File: src/rtl/fetch_decode_unit.sv
// fetch_decode_unit
//   Program-counter / instruction-register stage of the Frankie CPU. Holds
//   PC, IR, RA, the compare flag and a few status registers, and applies the
//   control unit's write strobes on each rising edge of CLK.
// Ports
//   CLK, Reset                 clock, async active-high reset
//   MemData, Mary, Shelley     data sources (memory word, accumulator, @ reg)
//   ALUResult                  ALU output, bit 0 = compare result
//   InstWrite, PCWrite, PCSrc  IR latch, PC update and next-PC select
//   RAWrite, RASrc, CompWrite  RA update/source, compare-flag latch
//   PC, RA, Comp               registered state
//   OPCODE, flagbit, Imm       combinational split of IR
//   IRValid, Misalign          status (instruction latched, odd jump target)
//   InstCount                  wrapping count of InstWrite pulses
module fetch_decode_unit #(
  parameter int              WIDTH    = 16,
  parameter int              OP_W     = 5,
  parameter int              IMM_W    = 10,
  parameter logic [WIDTH-1:0] RESET_PC = '0,
  parameter logic [WIDTH-1:0] PC_STEP  = WIDTH'(2)
) (
  input  logic             CLK,
  input  logic             Reset,
  input  logic [WIDTH-1:0] MemData,
  input  logic [WIDTH-1:0] Mary,
  input  logic [WIDTH-1:0] Shelley,
  input  logic [WIDTH-1:0] ALUResult,
  input  logic             InstWrite,
  input  logic             PCWrite,
  input  logic [2:0]       PCSrc,
  input  logic             RAWrite,
  input  logic             RASrc,
  input  logic             CompWrite,
  output logic [WIDTH-1:0] PC,
  output logic [OP_W-1:0]  OPCODE,
  output logic             flagbit,
  output logic [WIDTH-1:0] Imm,
  output logic [WIDTH-1:0] RA,
  output logic             Comp,
  output logic             IRValid,
  output logic             Misalign,
  output logic [WIDTH-1:0] InstCount
);

  logic [WIDTH-1:0] pc_q, pc_d, ir_q, ir_d, ra_q, ra_d, cnt_q, cnt_d;
  logic             comp_q, comp_d, valid_q, valid_d, mis_q, mis_d;

  // Pseudo-direct target: top PC bits kept, immediate is a halfword index.
  logic [WIDTH-1:0] jmp;
  assign jmp = {pc_q[WIDTH-1:IMM_W+1], ir_q[IMM_W-1:0], 1'b0};

  // Register-sourced target selected this cycle (if any).
  logic             reg_tgt;
  logic [WIDTH-1:0] reg_val;

  always_comb begin
    pc_d    = pc_q;
    ir_d    = ir_q;
    ra_d    = ra_q;
    cnt_d   = cnt_q;
    comp_d  = comp_q;
    valid_d = valid_q;
    mis_d   = mis_q;
    reg_tgt = 1'b0;
    reg_val = '0;

    if (PCWrite) begin
      unique case (PCSrc)
        3'b000: pc_d = pc_q + PC_STEP;
        3'b010: pc_d = jmp;
        3'b110: pc_d = comp_q ? jmp : pc_q;
        3'b001,
        3'b101: begin reg_tgt = 1'b1; reg_val = Shelley; end
        3'b011: begin reg_tgt = 1'b1; reg_val = ra_q;    end
        3'b100: begin reg_tgt = 1'b1; reg_val = Mary;    end
        3'b111: begin reg_tgt = comp_q; reg_val = Shelley; end
        default: pc_d = pc_q;
      endcase
      // Instructions are halfword aligned: drop bit 0, but remember it happened.
      if (reg_tgt) begin
        pc_d = {reg_val[WIDTH-1:1], 1'b0};
        if (reg_val[0]) mis_d = 1'b1;
      end
    end

    if (InstWrite) begin
      ir_d    = MemData;
      valid_d = 1'b1;
      cnt_d   = cnt_q + WIDTH'(1);
    end

    // RASrc=1 links the pre-edge PC, which Fetch has already advanced.
    if (RAWrite)   ra_d   = RASrc ? pc_q : MemData;
    if (CompWrite) comp_d = ALUResult[0];
  end

  always_ff @(posedge CLK or posedge Reset) begin
    if (Reset) begin
      pc_q    <= RESET_PC;
      ir_q    <= '0;
      ra_q    <= '0;
      cnt_q   <= '0;
      comp_q  <= 1'b0;
      valid_q <= 1'b0;
      mis_q   <= 1'b0;
    end else begin
      pc_q    <= pc_d;
      ir_q    <= ir_d;
      ra_q    <= ra_d;
      cnt_q   <= cnt_d;
      comp_q  <= comp_d;
      valid_q <= valid_d;
      mis_q   <= mis_d;
    end
  end

  assign PC        = pc_q;
  assign OPCODE    = ir_q[WIDTH-1 -: OP_W];
  assign flagbit   = ir_q[IMM_W];
  assign Imm       = {{(WIDTH-IMM_W){1'b0}}, ir_q[IMM_W-1:0]};
  assign RA        = ra_q;
  assign Comp      = comp_q;
  assign IRValid   = valid_q;
  assign Misalign  = mis_q;
  assign InstCount = cnt_q;

endmodule
File: config.mk
export PLATFORM = sky130hd
export DESIGN_NAME = fetch_decode_unit
export DESIGN_NICKNAME = d
export VERILOG_FILES = /design/src/rtl/fetch_decode_unit.sv
export SDC_FILE = /design/constraint.sdc
export NUM_CORES = 1
export LEC_CHECK = 0
export ABC_AREA = 0
export CAP_MARGIN = 20
export CORE_ASPECT_RATIO = 0.9
export CORE_MARGIN = 4
export CORE_UTILIZATION = 47
export DETAILED_ROUTE_END_ITERATION = 8
export PLACE_DENSITY_LB_ADDON = 0.1
export REMOVE_ABC_BUFFERS = 1
export SLEW_MARGIN = 20
export SYNTH_ARGS = -nofsm -noshare
export SYNTH_HDL_FRONTEND = slang
export SYNTH_SLANG_ARGS = --single-unit
File: constraint.sdc
create_clock -name CLK -period 3.1 [get_ports CLK]
set_input_delay 0.62 -clock CLK [delete_from_list [all_inputs] [get_ports CLK]]
set_output_delay 0.62 -clock CLK [all_outputs]
set_load 0.01 [all_outputs]
-- Yosys cells after proc, flatten, opt, wreduce, memory -nomap -nowiden
Cells that the tools add are included.
- register bits: 67
- output and inout bits: 73
- equality and inequality tests: 10
- add/sub/neg operators: 2
- muxes and demuxes: 8
- reductions and logical operators: 8
- operators with widths (kind ; number):
    case mux 16 bit (3 select lines) ; 2
    2-to-1 mux 16 bit ; 3
    adder 16 x 1 -> 16 bit, second input constant ; 1
    adder 16 x 2 -> 16 bit, second input constant ; 1
    equality test 3 bit, second input constant ; 4
    2-to-1 mux 11 bit ; 1
    equality test 3 x 2 -> 1 bit, second input constant ; 2
    AND reduction 3 bit ; 2
    inequality test 2 bit, second input constant ; 2
    AND reduction 4 bit ; 1
    nonzero test 4 bit ; 1
    OR reduction 4 bit ; 1
    equality test 3 x 1 -> 1 bit, second input constant ; 1
    logical NOT 3 bit ; 1
    inequality test 3 bit, second input constant ; 1
    OR reduction 3 bit ; 1
    case mux 1 bit (2 select lines) ; 1
    nonzero test 2 bit ; 1
    2-to-1 mux 1 bit ; 1

-- Longest topological paths before layout
Gate-level depths: netlist (run 1).
- depth after elaboration: 6
- depth in mapped cells: 8

-- Worst setup path before layout (run 1)
No wires, ideal clock.
- kind: input port to flip-flop
- from: input PCSrc[1]
- to: register pc_q[3] (netlist: PC[3])
- path slack: 1.319 ns
- data required time: 2.982 ns
- arrival time: 1.663 ns
- library setup time: 0.118 ns
- stages on the path: 7
- cell sequence: buf_6 -> nor2b_1 -> buf_6 -> a22o_1 -> a221oi_1 -> a211oi_1 -> a21o_1
- cells in the longest elaborated chain, start to end: 6
- elaborated cells on any way between the ends: 19
- those cells by class: eq/ne: 8; mux: 6; reduce/logical: 5
- ends and longest elaborated chain (item ; RTL line ; source):
    start, declared ; 30 ; input logic [2:0] PCSrc,
    equality test 3 bit, or another cell as far along ; 68 ; unique case (PCSrc)
    OR reduction 4 bit (no source line) ; - ;
    case mux 1 bit (2 select lines) ; 68 ;
    2-to-1 mux 1 bit ; 67 ; if (PCWrite) begin
    inequality test 3 bit (no source line) or nonzero test 4 bit (tied branches) ; - ;
    AND reduction 3 bit (no source line) ; - ;
    end signal, assigned ; 107 ; pc_q <= pc_d;
    end, declared ; 45 ; logic [WIDTH-1:0] pc_q, pc_d, ir_q, ir_d, ra_q, ra_d, cnt_q, cnt_d;
Several ways; a longest one is shown, not always the timed one. The select of a mux whose other input is x is not followed.
A chain may end at the register's enable or synchronous reset.

-- Worst setup path in the final report (run 1)
- from: input PCSrc[2]
- to: register pc_q[4] (netlist: PC[4])
The elaborated chain is that of the path after synthesis.

==> results of run 1 <==
==> state kept, by name (all words and copies together), names as in the netlist <==
name / cells
IRValid: 1
PC: 15
InstCount: 16
Comp: 1
ir_q: 16
RA: 16
Misalign: 1
==> cell usage in the layout (no fill, tap or decap), types with 6 or more instances in the layout <==
| master | instances |
|---|---|
| clkbuf_8 | 11 |
| dfrtp_1 | 66 |
| a22oi_1 | 18 |
| mux2i_1 | 16 |
| a21oi_1 | 23 |
| clkdlybuf4s50_1 | 124 |
| mux2_2 | 19 |
| nand3_1 | 12 |
| nor3_1 | 8 |
| a31oi_1 | 6 |
| inv_1 | 7 |
| xnor2_1 | 14 |
| nor2_1 | 30 |
| buf_4 | 15 |
| o21ai_0 | 9 |
| conb_1 | 7 |
| nand2_1 | 30 |
| a22o_1 | 7 |
| o22ai_1 | 14 |
| o21ai_1 | 6 |
==> where the power goes <==
part / switching (uW) / total, uW / internal [uW]
registers: 186 / 1190 / 1000
clock network: 336 / 750 / 414
logic: 386 / 895 / 509
==> metal layers <==
| metal | vias up | global-route usage (%) | share of wire, % |
|---|---|---|---|
| met1 | 1703 | 35.2 | 44 |
| met3 | 15 | 6.02 | 8.6 |
| met2 | 175 | 38.2 | 46 |
| met4 | 0 | 6.42 | 0.96 |
| met5 | - | 0 | 0 |
| li1 | 1646 | - | - |
==> through the flow <==
stage	instances	instance area (um2)	setup WS, ns	power, uW
6_report	609	5250	0.728	2830
3_5_place_dp	593	5050	0.454	2100
4_1_cts	609	5250	0.812	2850
5_1_grt	609	5250	0.661	2970
2_1_floorplan	357	3550	0.825	1560
3_3_place_gp	593	5050	0.457	2070
==> cell type report <==
| type | count | share of cell area [%] |
|---|---|---|
| inverter | 10 | 0.715 |
| multi-input combinational | 281 | 35.5 |
| clock buffer | 12 | 2.95 |
| sequential | 66 | 31.5 |
| timing repair buffer | 140 | 26.2 |
| tap | 96 | 2.29 |
| clock inverter | 4 | 0.953 |
==> path summary, 6_finish.rpt <==
path,cells past startpoint,start,slack [ns],to
setup reg to reg,5,Comp,1.18,PC[4]
max in group asynchronous,3,Reset,1.78,PC[8]
hold / removal,1,InstCount[15],0.47,InstCount[15]
hold reg to reg,1,InstCount[15],0.47,InstCount[15]
setup / recovery,6,PCSrc[2],0.73,PC[4]
min in group asynchronous,2,Reset,0.67,ir_q[0]
==> cell families after synthesis <==
family / after synthesis / share of synthesized area [%]
AOI/OAI and AO/OA: 110 / 20.0
and+or+nand+nor: 109 / 14.5
DFF: 66 / 44.5
buffers and inverters: 41 / 5.96
muxes: 35 / 10.1
xor gates and xnor gates: 18 / 4.25
adders and majority gates: 2 / 0.674
other: 1 / 0.101
==> worst register-to-register path, stage by stage (launching register included) <==
cell	delay, ns
dfrtp_1	0.46
nand2b_1	0.25
a21boi_2	0.57
nor2_1	0.25
a22oi_1	0.22
nand2_1	0.07
==> qor.yml, run 1 <==
final_layout:
  fillers: 608
  final_nets: 584
  post-route-util_pct: 68.9
  ff_latch_area_um2: 1650
  drive_gt1_share_pct: 11.9
  multi_input_area_um2: 1860
  antennaDiodeCount: 0
  syn_to_final_growth_pct: 41.4
clock_tree:
  h-tree-depth: 3
  clock_latency_ns: 0.34
  clock_sinks: 66
  cts-root-buf: "clkbuf_8"
  clk_pin_slew_ns: 0.07
  cts_resized: 0
  cts_buffers: 9
  post_cts_buffers: 0
  tritoncts: "built"
  cts_hold_buf: 0
  clock_path_buffers: 2
worst_setup_path:
  critical-path-max-stage-delay_ns: 0.68
  crit_chain: "clkdlybuf4s50_1, nand2b_1, a21boi_2, nor2_1, a22oi_1, nand2_1"
  end_kind: "register"
  worstSetupPathType: "in -> reg"
  critPathTopFamily: "compound AO/OA/AOI/OAI gates"
  crit_arrival_ns: 2.61
  crit_path_start_kind: "primary input"
  cp_max_fo: 13
  timing.critical_path.slowest_stage_cell: "clkdlybuf4s50_1"
  worstPathRequired_ns: 3.33
  critPathBufInv: 1
floorplan:
  die_w_um: 102
  core_um2: 7620
  die_y_um: 92.3
  pin_count: 147
  dieArea_um2: 9390
  num_rows: 30
  start_util_pct: 48.7
yosys:
  yosysWarningCount: 0
  ys_seq_area_share_pct: 44.5
  yosys-top-cells-count: "dfrtp_1 (66), nand2_1 (30), nor2_1 (30)"
  synth.largest_area_cell: "dfrtp_1"
  syn_area_um2: 3710
  post-synth-top-count-cell: "dfrtp_1"
  netlist.area_leader.share_pct: 44.5
  synthTopCellsByArea: "dfrtp_1 (44%), mux2_2 (5.8%), mux2i_1 (4.3%)"
  async_flop_share_pct: 100
  synthCells: 382
  synth.avg_cell_area_um2: 9.72
  synthFlopType: "dfrtp_1"
  ys_ff_latch: 66
  yosysUniqueCellTypes: 54
  synth_edf_count: 0
sta:
  slew_headroom_pct: 55.5
  hold_violations: 0
  tightest_slew_ns: 0.664
  period_minus_slack_ns: 2.37
  drv_slew: 0
  holdWs_ns: 0.467
  rsz0062_at_grt: "no"
  finalCritPeriodShare_pct: 76.5
  setup_violations: 0
  fmax_mhz: 422
  timing.setup.tns_ns: 0
  clock_skew_ns: 0.00699
route:
  drtPass1Iterations: 4
  ant_nets: 0
  initialDrtViolationCount: 217
  drc: 0
  vias: 3539
  routedWlPerCell_um: 18.9
  drt_wl_total_um: 11500
  viasPerCell: 5.81
worst_hold_path:
  hp-class: "reg -> reg"
pwr:
  peakVddDrop_mv: 0.314
  p_leak_uw: 0.00217
  powerDensity_nw_per_um2: 540
global_routing:
  grt_pass1_wl_um: 18300
  grt_max_degree: 41
  grt_use_total_pct: 24.8
  grt_pass1_vias: 3503
  antenna_found_initial: 0
  grt_overflow: 0
placed_design:
  io_buffers: 124
  dp_hpwl_um: 8280
  gp_congestion: 0.911
job:
  maxCapViolCount: 0
status:
  outcome: "completed"
No activity file was read; power rests on OpenSTA's default activity.
==> inputs of run 2 (changes only) <==
--- a/config.mk
+++ b/config.mk
@@ -9,7 +9,7 @@
 export CAP_MARGIN = 20
 export CORE_ASPECT_RATIO = 0.9
 export CORE_MARGIN = 4
-export CORE_UTILIZATION = 47
+export CORE_UTILIZATION = 44
 export DETAILED_ROUTE_END_ITERATION = 8
 export PLACE_DENSITY_LB_ADDON = 0.1
 export REMOVE_ABC_BUFFERS = 1
==> constraint.sdc (replaced) <==
create_clock -name CLK -period 2.4 [get_ports CLK]
set_input_delay 0.48 -clock CLK [delete_from_list [all_inputs] [get_ports CLK]]
set_output_delay 0.48 -clock CLK [all_outputs]
set_load 0.01 [all_outputs]
==> run 2 against run 1 <==
  * Highest routed layer unchanged
  * Setup slack got worse by 0.32 ns
  * Non-clock buffer count increased by 13
  * Largest power group unchanged
  * Die area rose by 6.3%
  * Sequential power rose by 29%
  * Count of clock-buffer cells in the layout decreased by 2
==> qor.yml, run 2 (synthesis results as in run 1) <==
route:
  drtPass1Iterations: 5
  vias: 3613
  drc: 0
  ant_nets: 0
  routedWlPerCell_um: 18.8
  drt_wl_total_um: 11700
  viasPerCell: 5.79
  initialDrtViolationCount: 183
global_routing:
  grt_overflow: 0
  antenna_found_initial: 0
  grt_pass1_wl_um: 19000
  use_met2_pct: 39.4
  grt-busiest-layer: "met2"
  grt_pass1_vias: 3581
  grt_use_total_pct: 24.3
  grt_max_degree: 67
  grt_util_met3_pct: 6.30
  use_met1_pct: 32.6
pwr:
  switching_share_pct: 32.4
  switchingPower_uw: 1180
  p_clk_share_pct: 25.9
  internal_power_uw: 2470
  p_comb_share_pct: 32.2
  peakVddDrop_mv: 0.354
  p_leak_uw: 0.00223
  p_seq_share_pct: 41.9
  powerDensity_nw_per_um2: 683
final_layout:
  layoutNonFillerInstCount: 624
  multi_input_area_um2: 1860
  final_cell_mix: "clkdlybuf4s50_1 (124), dfrtp_1 (66), nand2_1 (30), nor2_1 (30), buf_4 (27)"
  fillers: 686
  final_nets: 597
  post-route-util_pct: 65.7
  drive_gt1_share_pct: 14.1
  fin_area_um2: 5350
  antennaDiodeCount: 0
  ff_latch_area_um2: 1650
  final_common_cell: "clkdlybuf4s50_1"
  syn_to_final_growth_pct: 44.1
floorplan:
  die_y_um: 95.2
  dieArea_um2: 9980
  start_util_pct: 45.6
  core_um2: 8150
  pin_count: 147
  num_rows: 31
  die_w_um: 105
clock_tree:
  clock_path_buffers: 2
  clock_latency_ns: 0.34
  cts_hold_buf: 0
  post_cts_buffers: 0
  cts_resized: 0
  cts_buffers: 9
  tritoncts: "built"
  clock_sinks: 66
  cts-root-buf: "clkbuf_8"
  h-tree-depth: 3
  clk_pin_slew_ns: 0.07
worst_setup_path:
  worstPathRequired_ns: 2.63
  cp_max_fo: 8
  crit_path_start_kind: "primary input"
  end_kind: "register"
  worstSetupPathType: "in -> reg"
  crit_arrival_ns: 2.22
placed_design:
  placed_cells: 609
  io_buffers: 124
  dp_hpwl_um: 8530
  dpl_cell_area_um2: 5160
  gp_congestion: 0.931
sta:
  hold_violations: 0
  setup_violations: 0
  rsz0062_at_grt: "no"
  finalCritPeriodShare_pct: 82.9
  drv_slew: 0
  fmax_mhz: 502
  holdWs_ns: 0.467
  clock_skew_ns: 0.00683
  period_minus_slack_ns: 1.99
  timing.setup.tns_ns: 0
job:
  maxCapViolCount: 0
status:
  outcome: "completed"
worst_hold_path:
  hp-class: "reg -> reg"
[run 2: changes by cell type in the layout (fill, tap and decap cells not counted)]
cell	previous run	this run
clkbuf_8	11	10
buf_12	1	2
buf_4	15	27
clkbuf_1	1	0
clkinv_2	1	2
[run 2: area by class of cell]
cell class	instances	share of cell area, %
tap	99	2.31
timing repair buffer	153	27.7
sequential	66	30.9
multi-input combinational	281	34.8
clock buffer	10	2.57
clock inverter	5	1.03
inverter	10	0.701
[run 2: path summary, 6_finish.rpt]
kind	to	cells past startpoint	slack, ns	start
worst max-delay path	PC[6]	7	0.41	PCSrc[1]
worst min register to register	Misalign	1	0.47	Misalign
worst min-delay path	Misalign	1	0.47	Misalign
max in group asynchronous	PC[8]	3	1.58	Reset
worst max register to register	PC[11]	6	0.48	PC[1]
min in group asynchronous	IRValid	3	0.51	Reset
[run 2: metrics by stage]
step / setup WS [ns] / power, uW
after global placement: 0.124 / 2700
after global routing: 0.305 / 3850
after detailed placement: 0.126 / 2730
final: 0.410 / 3650
after CTS: 0.420 / 3690
after floorplan: 0.265 / 2020
[run 2: metal layers]
layer	vias up	share of wire, %
met2	162	47
met1	1761	44
met4	0	1.5
met3	18	7.8
li1	1672	-
met5	-	0
[run 2: worst max-delay path, cell delays in order]
cell	delay [ns]
clkdlybuf4s50_1	0.66
nor2b_1	0.33
buf_4	0.21
nand2_1	0.05
nand3_1	0.07
o21ai_0	0.09
a221oi_1	0.32
[run 2: power groups by stage]
| stage | sequential [uW] | clock, uW | combinational, uW |
|---|---|---|---|
| after floorplan | 1590 | 0 | 430 |
| after global placement | 1550 | 0 | 1160 |
| after detailed placement | 1550 | 0 | 1180 |
| after CTS | 1530 | 975 | 1190 |
| after global routing | 1570 | 1010 | 1280 |
| final | 1530 | 947 | 1180 |
==> inputs of run 3 (changes only) <==
--- a/config.mk
+++ b/config.mk
@@ -9,7 +9,7 @@
 export CAP_MARGIN = 20
 export CORE_ASPECT_RATIO = 0.9
 export CORE_MARGIN = 4
-export CORE_UTILIZATION = 44
+export CORE_UTILIZATION = 40
 export DETAILED_ROUTE_END_ITERATION = 8
 export PLACE_DENSITY_LB_ADDON = 0.1
 export REMOVE_ABC_BUFFERS = 1
==> constraint.sdc (replaced) <==
create_clock -name CLK -period 1.81 [get_ports CLK]
set_input_delay 0.362 -clock CLK [delete_from_list [all_inputs] [get_ports CLK]]
set_output_delay 0.362 -clock CLK [all_outputs]
set_load 0.01 [all_outputs]
==> run 3 against run 2 <==
  * Wire length is 5.3% higher
  * Largest power group unchanged
  * Global-route usage is 0.90 points lower
  * Count of clock-buffer cells in the layout is 1 higher
  * Highest routed layer unchanged
==> qor.yml, run 3 (synthesis results as in run 1) <==
status:
  outcome: "completed"
sta:
  period_minus_slack_ns: 1.77
  timing.setup.tns_ns: 0
  hold_violations: 0
  clock_skew_ns: 0.0102
  fmax_mhz: 565
  finalCritPeriodShare_pct: 97.8
  drv_slew: 0
  setup_violations: 0
  holdWs_ns: 0.416
worst_setup_path:
  crit_path_start_kind: "primary input"
  worstPathRequired_ns: 2.05
  worstSetupPathType: "in -> reg"
  end_kind: "register"
  crit_arrival_ns: 2.01
  cp_max_fo: 16
final_layout:
  fillers: 786
  ff_latch_area_um2: 1650
  final_cell_mix: "clkdlybuf4s50_1 (120), dfrtp_1 (65), buf_4 (63), nand2_1 (30), nor2_1 (30)"
  drive_gt1_share_pct: 21.2
  multi_input_area_um2: 1900
  syn_to_final_growth_pct: 55.8
  final_common_cell: "clkdlybuf4s50_1"
  post-route-util_pct: 63.7
  antennaDiodeCount: 0
  final_nets: 636
pwr:
  switchingPower_uw: 1600
  power_uw: 5150
  p_comb_share_pct: 34.4
  peakVddDrop_mv: 0.542
  p_seq_share_pct: 38.5
  p_leak_uw: 0.00250
  powerDensity_nw_per_um2: 889
  internal_power_uw: 3540
  p_clk_share_pct: 27.1
  switching_share_pct: 31.1
floorplan:
  start_util_pct: 40.9
  core_um2: 9080
  num_rows: 33
  die_y_um: 99.4
  pin_count: 147
  die_w_um: 110
  dieArea_um2: 10900
clock_tree:
  clock_latency_ns: 0.34
  clk_pin_slew_ns: 0.08
  cts_hold_buf: 0
  cts-root-buf: "clkbuf_8"
  h-tree-depth: 3
  tritoncts: "built"
  clock_sinks: 66
  clock_path_buffers: 2
  cts_buffers: 9
global_routing:
  grt_pass1_vias: 3846
  grt_overflow: 0
  antenna_found_initial: 0
  grt_max_degree: 67
  grt_pass1_wl_um: 19700
  grt_use_total_pct: 23.4
placed_design:
  io_buffers: 124
  dp_hpwl_um: 9120
  gp_congestion: 0.914
worst_hold_path:
  hp-class: "in -> async"
route:
  drtPass1Iterations: 5
  ant_nets: 0
  vias: 3709
  viasPerCell: 5.40
  routedWlPerCell_um: 18.0
  initialDrtViolationCount: 141
  drt_wl_total_um: 12400
  drc: 0
job:
  maxCapViolCount: 0
## run 3: changes by cell type in the layout (fill, tap and decap cells not counted), moves of 3 or more
cell             previous run  this run
buf_12                      2         5
nor2b_1                     3         0
buf_4                      27        63
dlymetal6s2s_1              0         4
clkdlybuf4s50_1           124       120
nor2b_2                     0         3
## run 3: path summary, 6_finish.rpt
check / cells past startpoint / startpoint / slack [ns] / endpoint
worst min-delay path: 3 / Reset / 0.42 / IRValid
min in group CLK: 1 / Misalign / 0.46 / Misalign
max in group asynchronous: 3 / Reset / 1.08 / PC[9]
worst max register to register: 6 / PC[1] / 0.09 / PC[9]
worst min register to register: 1 / Misalign / 0.46 / Misalign
worst max-delay path: 8 / PCSrc[0] / 0.04 / PC[3]
## run 3: timing repair
action,CTS,global route
gates resized for setup,2,11
setup buffers,1,3
pin swaps,0,1
endpoints found under the setup margin,3,17
## run 3: power by group through the flow
stage	Combinational [uW]	Clock [uW]	Sequential, uW
6_report	1770	1390	1980
5_1_grt	1910	1510	2020
4_1_cts	1760	1430	1990
3_5_place_dp	1730	0	2020
3_3_place_gp	1710	0	2010
2_1_floorplan	570	0	2100
## run 3: cell type report
type                            count  area share [%]
Timing Repair Buffer              192            31.5
Sequential cell                    66            28.6
Clock buffer                       11            2.44
Multi-Input combinational cell    281            32.8
Tap cell                          122            2.64
Clock inverter                      5            1.34
Inverter                           10           0.649
## run 3: through the flow
step           cells  worst slack [ns]  cell area, um2
3_5_place_dp     667            -0.363            5490
2_1_floorplan    357            -0.207            3550
5_1_grt          687          -0.00826            5790
6_report         687            0.0397            5790
4_1_cts          684           0.00634            5720
3_3_place_gp     667            -0.362            5490
## run 3: worst max-delay path, stage by stage
cell             delay, ns
clkdlybuf4s50_1       0.51
buf_12                0.16
buf_4                 0.19
a21boi_4              0.10
buf_4                 0.17
a221oi_1              0.26
a211oi_1              0.09
a21o_1                0.16
## run 3: routing by layer
metal,share of wire [%],vias to the layer above,track usage (%)
met5,0,-,0
met4,2.3,0,8.63
met3,7.0,19,5.13
met2,45,147,36.6
met1,46,1798,31.9
li1,-,1745,-
==> RTL change (config.mk and constraints of run 1) <==
Remove the case item `3'b000` of the case on `PCSrc`.
--- a/src/rtl/fetch_decode_unit.sv
+++ b/src/rtl/fetch_decode_unit.sv
@@ -66,7 +66,6 @@
 
     if (PCWrite) begin
       unique case (PCSrc)
-        3'b000: pc_d = pc_q + PC_STEP;
         3'b010: pc_d = jmp;
         3'b110: pc_d = comp_q ? jmp : pc_q;
         3'b001,
Behaviour: not the same (a bounded check fails within 4 cycles, from zero or initial values and one cycle with Reset high).
==> RTL change against run 1 <==
Synthesized area down 9.2%. Sequential cell count unchanged. Fmax up 8.3%. Design area down 6.8%. Wire length down 14%. Critical path type unchanged. Total power down 1.2%. Hold slack about the same. Setup slack better by 180 ps.
==> RTL change: results (changes against run 1) <==
The run finished with clean final reports. In the synthesized netlist, the cells that appear most often are sky130_fd_sc_hd__dfrtp_1, sky130_fd_sc_hd__a21oi_1, sky130_fd_sc_hd__nor2_1. The worst min-delay path startpoint is Misalign. The via count normalized by instance count was 5.609 (-3.5%). The delay of the slowest critical-path stage works out to 540 ps (-140 ps). The portion of netlist area occupied by mux cells came out at 10.47% (+0.39 points).

The average detailed-routed wire length per instance is 18.45 um (-2.2%), and the worst hold slack across all endpoints is 467.1 ps (-0.3160 ps). The relative area of clock buffers and inverters in the final design works out to 5.087% (+1.2 points). The worst slack at placement came out at 530.3 ps (+76.72 ps).

The logs give 938 um (-5.2%) for the routed length on met3 and 566 (-6.9%) for the fill cell total of the finished layout. The internal reg-to-reg setup slack was 1340 ps (+160 ps). The run gives 8.274% (+2.3 points) as the met3 capacity usage during global routing.

The worst hold path terminates at Misalign. The share of the yosys chip area belonging to registers was 49.00% (+4.5 points); the net switching power was 818.2 uW (-9.8%). The worst clock skew came out at 11.86 ps (+4.869 ps). The initial DRC count is 165 (-24%), and the number of cells produced by synthesis is 317 (-17%). Compound-cell area share of the yosys netlist: 19.49% (-0.53 points). The area share of buffers outside the clock network is 26.89% (+0.73 points), and the total area of multi-input combinational cells is 1543 um^2 (-17%).

The combinational fraction of design power came out at 27.5% (-4.1 points). The via count of the first global-routing pass is 3,101 (-11%), and the xor/xnor cell area share of the yosys netlist is 3.898% (-0.35 points). The met2 track demand over resource in global routing is 39.04% (+0.85 points).

The synthesized-area fraction occupied by adder cells is 0.3712% (-0.30 points). The final cell count without fillers is 537 (-12%), and the data arrival time of the critical path is 2380 ps (-230 ps). Area of all placed cells without fillers: 4895 um^2 (-6.8%). The tools report the met1 routed wirelength after detailed routing as 4233 um (-17%). After synthesis, the cell types taking the most area are sky130_fd_sc_hd__dfrtp_1, sky130_fd_sc_hd__mux2_2, sky130_fd_sc_hd__a21oi_1. For the multi-input gate count, the log shows 223 (-21%). The half-perimeter wire length of the detailed placement result was 7102 um (-14%). For the final weighted congestion in routability-driven placement, the log shows 0.8299 (-8.9%). The met2 wire length was 4644 um (-13%).

Maximum fanout count along the critical path: 14 (+1).
==> RTL change: cell count changes after synthesis, sizes merged, moves of 7 or more <==
cell and delta:
nand2 -19, nand3 -8, nor2 -10, o21ai -9, a21oi +11, o22a +7
nor2b +9
==> RTL change: kinds of logic (layout without fill, tap and decap cells) <==
group | Yosys count | in the layout
xor gates and xnor gates | 15 | 15
muxes | 33 | 33
DFF | 66 | 66
other | 1 | 7
adders and majority gates | 1 | 1
and+or+nand+nor | 70 | 70
buffers and inverters | 34 | 155
AOI/OAI and AO/OA | 97 | 97
==> RTL change: how the worst max path moves through the flow <==
stage	startpoint	to	depth (start not counted)
final	PCSrc[2]	PC[4]	6
after global routing	PCSrc[2]	PC[8]	6
after CTS	PCSrc[2]	PC[4]	6
after detailed placement	PCSrc[2]	PC[4]	6
after global placement	PCSrc[2]	PC[8]	6
after floorplan	Reset	Comp	1
==> RTL change: critical path, delay by kind of cell <==
family	cells	cell delay, ps
buf+inv	2	770
compound gates	3	480
simple gates	1	520
